$ cat src/rtl/fetch_pc_pkg.sv
// fetch_pc shared types and constants.
// Optional misaligned-fetch marker: FETCH_MISALIGN_EN.
package fetch_pc_pkg;

  typedef enum logic [1:0] {
    REQ,
    DROP,
    HOLD,
    IDLE
  } fetch_state_t;

  localparam logic [31:0] FETCH_NOP = 32'h0000_0013;
  localparam logic [63:0] RESET_PC_DEFAULT = 64'h8000_0000;

endpackage

$ cat src/rtl/fetch_pc_if.sv
// Fetch-stage signal bundle: redirect in, ibus, decode handshake.
// master = fetch_pc side, slave = bus/decode/branch side.
interface fetch_pc_if;

  logic        redirect_valid;
  logic [63:0] redirect_pc;
  logic        ireq_valid;
  logic [63:0] ireq_addr;
  logic        iresp_data_ok;
  logic [31:0] iresp_data;
  logic        inst_valid;
  logic [31:0] inst;
  logic [63:0] inst_pc;
  logic        inst_ready;
  logic        inst_misalign;

  modport master (
    input  redirect_valid, redirect_pc,
    input  iresp_data_ok, iresp_data,
    input  inst_ready,
    output ireq_valid, ireq_addr,
    output inst_valid, inst, inst_pc,
    output inst_misalign
  );

  modport slave (
    output redirect_valid, redirect_pc,
    output iresp_data_ok, iresp_data,
    output inst_ready,
    input  ireq_valid, ireq_addr,
    input  inst_valid, inst, inst_pc,
    input  inst_misalign
  );

endinterface

$ cat src/rtl/fetch_pc_buf.sv
// fetch_buf: single-entry fetch output register.
// Load wins over flush/consume so a marker can replace a flushed entry.
module fetch_buf (
  input  logic        clk,
  input  logic        reset,
  input  logic        load,
  input  logic        consume,
  input  logic        flush,
  input  logic [31:0] load_inst,
  input  logic [63:0] load_pc,
  input  logic        load_mis,
  output logic        valid,
  output logic [31:0] inst,
  output logic [63:0] pc,
  output logic        misalign
);

  always_ff @(posedge clk) begin
    if (reset) begin
      valid    <= 1'b0;
      inst     <= '0;
      pc       <= '0;
      misalign <= 1'b0;
    end else if (load) begin
      valid    <= 1'b1;
      inst     <= load_inst;
      pc       <= load_pc;
      misalign <= load_mis;
    end else if (flush || consume) begin
      valid    <= 1'b0;
      misalign <= 1'b0;
    end
  end

endmodule

$ cat src/rtl/fetch_pc.sv
// fetch_pc: PC generator and one-outstanding ibus fetch controller.
// FETCH_MISALIGN_EN: misaligned PC yields a NOP marker, then halts.
module fetch_pc
  import fetch_pc_pkg::*;
#(
  parameter logic [63:0] RESET_PC = RESET_PC_DEFAULT
) (
  input logic         clk,
  input logic         reset,
  fetch_pc_if.master  bus
);

  function automatic logic [63:0] fetch_addr(input logic [63:0] a);
`ifdef FETCH_MISALIGN_EN
    return a;
`else
    return a & ~64'h3;
`endif
  endfunction

  fetch_state_t state, state_n;
  logic [63:0]  pc, pc_n;
  logic [63:0]  req_addr, req_n;
  logic         ireq_valid_q;

  logic         ld, consume, flush, ld_mis;
  logic [31:0]  ld_inst;
  logic [63:0]  ld_pc;
  logic         go_req;
  logic [63:0]  go_pc;

  logic         buf_valid, buf_mis;
  logic [31:0]  buf_inst;
  logic [63:0]  buf_pc;

  always_comb begin
    state_n = state;
    pc_n    = pc;
    req_n   = req_addr;
    ld      = 1'b0;
    ld_inst = bus.iresp_data;
    ld_pc   = req_addr;
    ld_mis  = 1'b0;
    consume = 1'b0;
    flush   = 1'b0;
    go_req  = 1'b0;
    go_pc   = pc;
    if (bus.redirect_valid) begin
      flush = 1'b1;
      pc_n  = bus.redirect_pc;
      unique case (state)
        REQ: begin
          if (bus.iresp_data_ok) begin
            go_req = 1'b1;
            go_pc  = bus.redirect_pc;
          end else begin
            state_n = DROP;
          end
        end
        DROP: ;
        HOLD, IDLE: begin
          go_req = 1'b1;
          go_pc  = bus.redirect_pc;
        end
      endcase
    end else begin
      unique case (state)
        REQ: begin
          if (bus.iresp_data_ok) begin
            ld      = 1'b1;
            pc_n    = pc + 64'd4;
            state_n = HOLD;
          end
        end
        DROP: begin
          if (bus.iresp_data_ok) go_req = 1'b1;
        end
        HOLD: begin
          if (buf_valid && bus.inst_ready) begin
            consume = 1'b1;
            if (buf_mis) state_n = IDLE;
            else go_req = 1'b1;
          end
        end
        IDLE: ;
      endcase
    end
    // Every entry into REQ funnels through here.
    if (go_req) begin
      state_n = REQ;
      req_n   = fetch_addr(go_pc);
`ifdef FETCH_MISALIGN_EN
      if (go_pc[1:0] != 2'b00) begin
        ld      = 1'b1;
        ld_inst = FETCH_NOP;
        ld_pc   = go_pc;
        ld_mis  = 1'b1;
        state_n = HOLD;
      end
`endif
    end
  end

  always_ff @(posedge clk) begin
    if (reset) begin
      state        <= REQ;
      pc           <= RESET_PC;
      req_addr     <= fetch_addr(RESET_PC);
      ireq_valid_q <= 1'b0;
    end else begin
      state        <= state_n;
      pc           <= pc_n;
      req_addr     <= req_n;
      ireq_valid_q <= (state_n == REQ) || (state_n == DROP);
    end
  end

  fetch_buf u_buf (
    .clk       (clk),
    .reset     (reset),
    .load      (ld),
    .consume   (consume),
    .flush     (flush),
    .load_inst (ld_inst),
    .load_pc   (ld_pc),
    .load_mis  (ld_mis),
    .valid     (buf_valid),
    .inst      (buf_inst),
    .pc        (buf_pc),
    .misalign  (buf_mis)
  );

  assign bus.ireq_valid = ireq_valid_q;
  assign bus.ireq_addr  = req_addr;
  assign bus.inst_valid = buf_valid;
  assign bus.inst       = buf_inst;
  assign bus.inst_pc    = buf_pc;
`ifdef FETCH_MISALIGN_EN
  assign bus.inst_misalign = buf_mis;
`else
  assign bus.inst_misalign = 1'b0;
`endif

endmodule

$ cat src/flat_wrapper.sv
// flat-port wrapper written by rule: the top's interface ports become plain ports
module fetch_pc_flat import fetch_pc_pkg::*;
#(
  parameter logic [63:0] RESET_PC = RESET_PC_DEFAULT
)
  (clk, reset, bus_redirect_valid, bus_redirect_pc, bus_iresp_data_ok, bus_iresp_data, bus_inst_ready, bus_ireq_valid, bus_ireq_addr, bus_inst_valid, bus_inst, bus_inst_pc, bus_inst_misalign);
  fetch_pc_if bus_i ();
  input logic clk;
  input logic reset;
  input wire logic [$bits(bus_i.redirect_valid)-1:0] bus_redirect_valid;
  input wire logic [$bits(bus_i.redirect_pc)-1:0] bus_redirect_pc;
  input wire logic [$bits(bus_i.iresp_data_ok)-1:0] bus_iresp_data_ok;
  input wire logic [$bits(bus_i.iresp_data)-1:0] bus_iresp_data;
  input wire logic [$bits(bus_i.inst_ready)-1:0] bus_inst_ready;
  output wire logic [$bits(bus_i.ireq_valid)-1:0] bus_ireq_valid;
  output wire logic [$bits(bus_i.ireq_addr)-1:0] bus_ireq_addr;
  output wire logic [$bits(bus_i.inst_valid)-1:0] bus_inst_valid;
  output wire logic [$bits(bus_i.inst)-1:0] bus_inst;
  output wire logic [$bits(bus_i.inst_pc)-1:0] bus_inst_pc;
  output wire logic [$bits(bus_i.inst_misalign)-1:0] bus_inst_misalign;
  assign bus_i.redirect_valid = bus_redirect_valid;
  assign bus_i.redirect_pc = bus_redirect_pc;
  assign bus_i.iresp_data_ok = bus_iresp_data_ok;
  assign bus_i.iresp_data = bus_iresp_data;
  assign bus_i.inst_ready = bus_inst_ready;
  assign bus_ireq_valid = bus_i.ireq_valid;
  assign bus_ireq_addr = bus_i.ireq_addr;
  assign bus_inst_valid = bus_i.inst_valid;
  assign bus_inst = bus_i.inst;
  assign bus_inst_pc = bus_i.inst_pc;
  assign bus_inst_misalign = bus_i.inst_misalign;
  fetch_pc #(.RESET_PC(RESET_PC)) u_core (.clk(clk), .reset(reset), .bus(bus_i));
endmodule
$ cat config.mk
export PLATFORM = sky130hd
export DESIGN_NAME = fetch_pc_flat
export DESIGN_NICKNAME = d
export VERILOG_FILES = /design/src/rtl/fetch_pc_pkg.sv /design/src/rtl/fetch_pc_if.sv /design/src/rtl/fetch_pc_buf.sv /design/src/rtl/fetch_pc.sv /design/src/flat_wrapper.sv
export SDC_FILE = /design/constraint.sdc
export NUM_CORES = 1
export LEC_CHECK = 0
export ABC_AREA = 1
export CORE_UTILIZATION = 54
export CTS_BUF_LIST = sky130_fd_sc_hd__clkbuf_4
export CTS_CLUSTER_DIAMETER = 30
export DETAILED_ROUTE_END_ITERATION = 10
export PLACE_DENSITY = 0.86
export SYNTH_ARGS = -nofsm -noshare
export SYNTH_HDL_FRONTEND = slang
export SYNTH_SLANG_ARGS = --single-unit
$ cat constraint.sdc
create_clock -name clk -period 3.1 [get_ports clk]
set_input_delay 0.465 -clock clk [delete_from_list [all_inputs] [get_ports clk]]
set_output_delay 0.465 -clock clk [all_outputs]
set_load 0.02 [all_outputs]
## Yosys cells after proc, flatten, opt, wreduce, memory -nomap -nowiden

Index checks and enable logic that the tools add are counted.

| operators by class | value |
|---|---|
| reductions and logical operators | 10 |
| mux-type cells | 24 |
| add/subtract/negate cells | 1 |
| eq/ne operators | 4 |

Operators by type and width:

| kind | count |
|---|---|
| two-way mux 64 bit | 5 |
| one-hot mux 64 bit (2 select lines) | 1 |
| adder 64 x 3 -> 64 bit (second input constant) | 1 |
| two-way mux 2 bit | 6 |
| two-way mux 1 bit | 10 |
| nonzero test 2 bit | 3 |
| equality test 2 x 1 -> 1 bit (second input constant) | 2 |
| equality test 2 bit (second input constant) | 2 |
| logical NOT 2 bit | 2 |
| one-hot mux 1 bit (2 select lines) | 2 |
| logical OR 1 bit | 2 |
| AND reduction 2 bit | 1 |
| OR reduction 2 bit | 1 |
| logical AND 1 bit | 1 |

| word-level totals | value |
|---|---|
| bits in registers | 224 |
| output and inout bits | 163 |
| word-level logic and storage cells | 46 |

## Logic depth before layout (Yosys ltp)

| depth | value |
|---|---|
| depth after elaboration | 7 |
| gate-level depth with buffers | 12 |
| depth with buffers taken out | 11 |

## Hierarchy

Synthesis repeated with hierarchy kept, for this count alone.

| second synthesis, totals | value |
|---|---|
| cells, all modules | 1627 |
| area, all modules | 10945.5 um2 |

By module, submodules not included:

| module | area each (um2) | times used | cells an instance |
|---|---|---|---|
| fetch_pc | 7482.2 | 1 | 1202 |
| fetch_buf | 3463.3 | 1 | 425 |

## Worst setup path before layout

OpenSTA, ideal clock, no wires.

| path | value |
|---|---|
| kind | reg2reg |
| start | register u_core.state[0] |
| end | register u_core.req_addr[10] (netlist: u_core.bus.ireq_addr[10]) |
| stages on the path, launching flop included | 11 |
| slack | 1459 ps |
| data required time | 3026 ps |
| buffers on the path | 1 |
| library setup time | 74 ps |
| data arrival time | 1566 ps |
| path through | dfxtp_1 -> inv_1 -> ha_1 -> nor2_1 -> nand2_1 -> nand2_2 -> nand2_1 -> inv_2 -> clkbuf_1 -> nand2_1 -> a31oi_1 |

| between the ends | value |
|---|---|
| cells in the longest elaborated chain, start to end | 4 |
| elaborated cells on any way between the ends | 10 |
| those cells by class | eq/ne: 3; mux: 5; reduce/logical: 2 |

RTL lines:

| item | RTL line | source |
|---|---|---|
| start, declared | fetch_pc.sv:21 | `fetch_state_t state, state_n;` |
| start signal, assigned | fetch_pc.sv:111 | `state <= state_n;` |
| equality test 2 bit, on equally long branches | fetch_pc.sv:51, fetch_pc.sv:67 |  |
| OR reduction 2 bit | fetch_pc.sv:51 | `unique case (state)` |
| one-hot mux 64 bit (2 select lines) / one-hot mux 1 bit (2 select lines) (equally long branches) | fetch_pc.sv:51 |  |
| two-way mux 64 bit / two-way mux 1 bit (equally long branches) | fetch_pc.sv:48 | `if (bus.redirect_valid) begin` |
| end signal, assigned | fetch_pc.sv:108 | `req_addr <= fetch_addr(RESET_PC);` |
| end signal, assigned | fetch_pc.sv:113 | `req_addr <= req_n;` |
| end, declared | fetch_pc.sv:23 | `logic [63:0] req_addr, req_n;` |

Parallel ways exist; a longest one is shown, timed or not.
A chain may end at the register's enable or synchronous reset.

## Worst setup path in the final report

| path | value |
|---|---|
| start | register u_core.req_addr[54] (netlist: u_core.bus.ireq_addr[54]) |
| end | output port bus_ireq_addr[54] |

RTL lines:

| item | RTL line | source |
|---|---|---|
| end, declared | flat_wrapper.sv:16 | `output wire logic [$bits(bus_i.ireq_addr)-1:0] bus_ireq_addr;` |

No word-level cell between the ends.

==> metrics.yaml <==
sta:
  slew_headroom: 0.519
  setup_tns_ns: 0
  final.setup.worst_slack_ns: 0.784
  fin_crit_sh: 0.747
  skew_ns: 0.0567
  finalSetupViolCount: 0
  max_slew.worst_pin.slew_ns: 0.721
  rsz0062_at_grt: "false"
  hold_violations: 0
  fin_crit_ns: 2.32
  fmax_mhz: 432
  drv_slew: 0
final_layout:
  layout-drive-gt1-share: 0.0835
  layout_commonest_cell: "nand2_1"
  synthToLayoutAreaGrowth_pct: 32.4
  finalNetCount: 1993
  final_cell_mix: "427 x nand2_1, 320 x nor2_1, 254 x clkdlybuf4s50_1"
setup_path:
  cp_max_fo: 3
  cp_slowest_cell: "clkdlybuf4s50_1"
  arrival_ns: 1.85
  endpoint_kind: "primary output"
  cp_slowest_stage_delay_ns: 0.67
  critical-path-top-delay-family: "buffers and inverters"
  worst_ep_required_time_ns: 2.63
  cp_cell_sequence: "clkdlybuf4s50_1"
  cp-start-kind: "flip-flop"
  critPathBufInv: 1
  crit_start: "u_core.bus.ireq_addr[54]"
  worstSetupPathType: "reg -> out"
  crit-reg2reg-launch: "u_core.state[0]"
routing:
  drt_wl_total_um: 38400
  drc: 0
  drt_iter0_drc: 1047
  num_vias: 12100
  ant_nets: 0
  firstDrtPassIters: 5
  via_per_inst: 5.50
  wl_per_cell_um: 17.5
floorplanning:
  die_area_um2: 20600
  fp.dieW_um: 144
  row_count: 51
  start_util: 0.554
  core_um2: 19500
  ios: 264
  die_y_um: 144
place:
  io_buffer_count: 256
  gp_congestion: 0.980
  hpwl_um: 27900
  pre_cts_ws_ns: 0.557
logic_synthesis:
  synth.distinct_cells: 27
  syn_area_per_cell_um2: 6.60
  ys_seq_elements: 222
  seq_area_frac_synth: 0.411
  ys_warn_count: 0
  postSynthCellCount: 1639
  mappedNetlistArea_um2: 10800
clock_tree:
  cts_setup_buffers: 0
  clk-insertion-delay-late_ns: 0.73
  cts-root-buf: "clkbuf_4"
  cts_num_sinks: 222
  cts_made_buffers: 58
  ctsHtreeMaxLevel: 2
  cts.path.max_buffers: 3
  clk_pin_slew_ns: 0.06
  cts_tree: "built"
status:
  status: "finished clean"
grt:
  grt_pass1_wl_um: 58700
  antenna_found_initial: 4
  grt_overflow: 0
  grt_pass1_vias: 11200
  grt_max_degree: 156
  grt_usage: 0.369
pwr:
  power_density_nw_per_um2: 521
  p_leak_nw: 5.53
  vdd_drop_max_uv: 315
worst_hold_path:
  hp-class: "in -> reg"
  min-delay-start: "bus_redirect_valid"
run:
  maxCapViolations: 0
[final timing paths]
kind | to | slack (ns) | depth (start not counted)
setup / recovery | bus_ireq_addr[54] | 0.78 | 1
hold / removal | u_core.u_buf.valid | 0.24 | 4
setup reg to reg | u_core.bus.ireq_addr[60] | 0.85 | 10
hold reg to reg | u_core.u_buf.pc[62] | 0.50 | 2
[registers in the layout (all words and copies together), names as in the netlist]
signal,count
u_core.bus.ireq_addr,62
u_core.pc,62
u_core.u_buf.pc,62
u_core.u_buf.inst,32
u_core.state,2
u_core.bus.ireq_valid,1
u_core.u_buf.valid,1
[repair_timing]
item                      4_1_cts  5_1_grt
gates resized for setup         0        0
hold buffers                    1        0
hold endpoints to repair        3        0
[synthesized netlist by cell type]
cell      instances  share of area
a31oi_1          71          0.041
clkbuf_1         61          0.021
nand3_2           1        0.00093
nand3_1          97          0.045
nor2_1          321           0.11
inv_2             4         0.0014
nor3_1            3         0.0014
and2_1            1        0.00058
nor2_2           19          0.011
ha_1              6         0.0069
o21ai_0         144          0.067
a21oi_1          47          0.022
xnor2_1           7         0.0057
nand4_1          19          0.011
o22ai_1           5         0.0029
buf_1             3         0.0010
buf_4            13         0.0090
conb_1            1        0.00035
nand2_2          11         0.0064
dfxtp_1         222           0.41
buf_6             1         0.0010
xor2_1           24          0.019
nor2_4            8         0.0083
buf_2            16         0.0074
nand2_1         429           0.15
inv_1            99          0.034
o211ai_1          6         0.0042
[layer usage]
metal / up-vias / wire length [µm] / GRT usage
met3: 107 / 3500 / 0.0643
met2: 653 / 17300 / 0.587
met1: 5528 / 15700 / 0.473
li1: 5806 / - / -
met5: - / 0 / 0
met4: 0 / 1780 / 0.209
[layout make-up]
cell class | instances | area [µm²]
Antenna cell | 5 | 12.5
Clock buffer | 87 | 653
Clock inverter | 14 | 141
Fill cell | 1593 | 5210
Inverter | 103 | 387
Multi-Input combinational cell | 1224 | 5580
Sequential cell | 222 | 4440
Tap cell | 265 | 332
Timing Repair Buffer | 277 | 2770
[metrics by stage]
stage               power [W]  cell area (µm²)  std cells   util  hold WS (ns)
finish                0.00746            14300       2197  0.733         0.240
global route          0.00778            14300       2196  0.733         0.242
CTS                   0.00748            14300       2192  0.733         0.197
detailed placement    0.00474            13500       2090  0.691         0.496
global placement      0.00470            13500       2090  0.691         0.491
floorplan             0.00405            10800       1643      -         0.480
[kinds of logic after synthesis]
logic type      share of synthesized area
other cells                      0.000347
xor+xnor                           0.0251
flops                               0.411
fa+ha+maj                         0.00694
buf+inv                            0.0754
compound gates                      0.137
simple gates                        0.345
[report_power, final]
| part | internal [W] | leakage, nW | switching (W) | total (W) |
|---|---|---|---|---|
| combinational | 0.000601 | 3.24 | 0.000821 | 0.00142 |
| clock | 0.00153 | 0.465 | 0.00123 | 0.00275 |
| sequential | 0.00307 | 1.82 | 0.000209 | 0.00328 |
(Power assumes the default switching activity.)
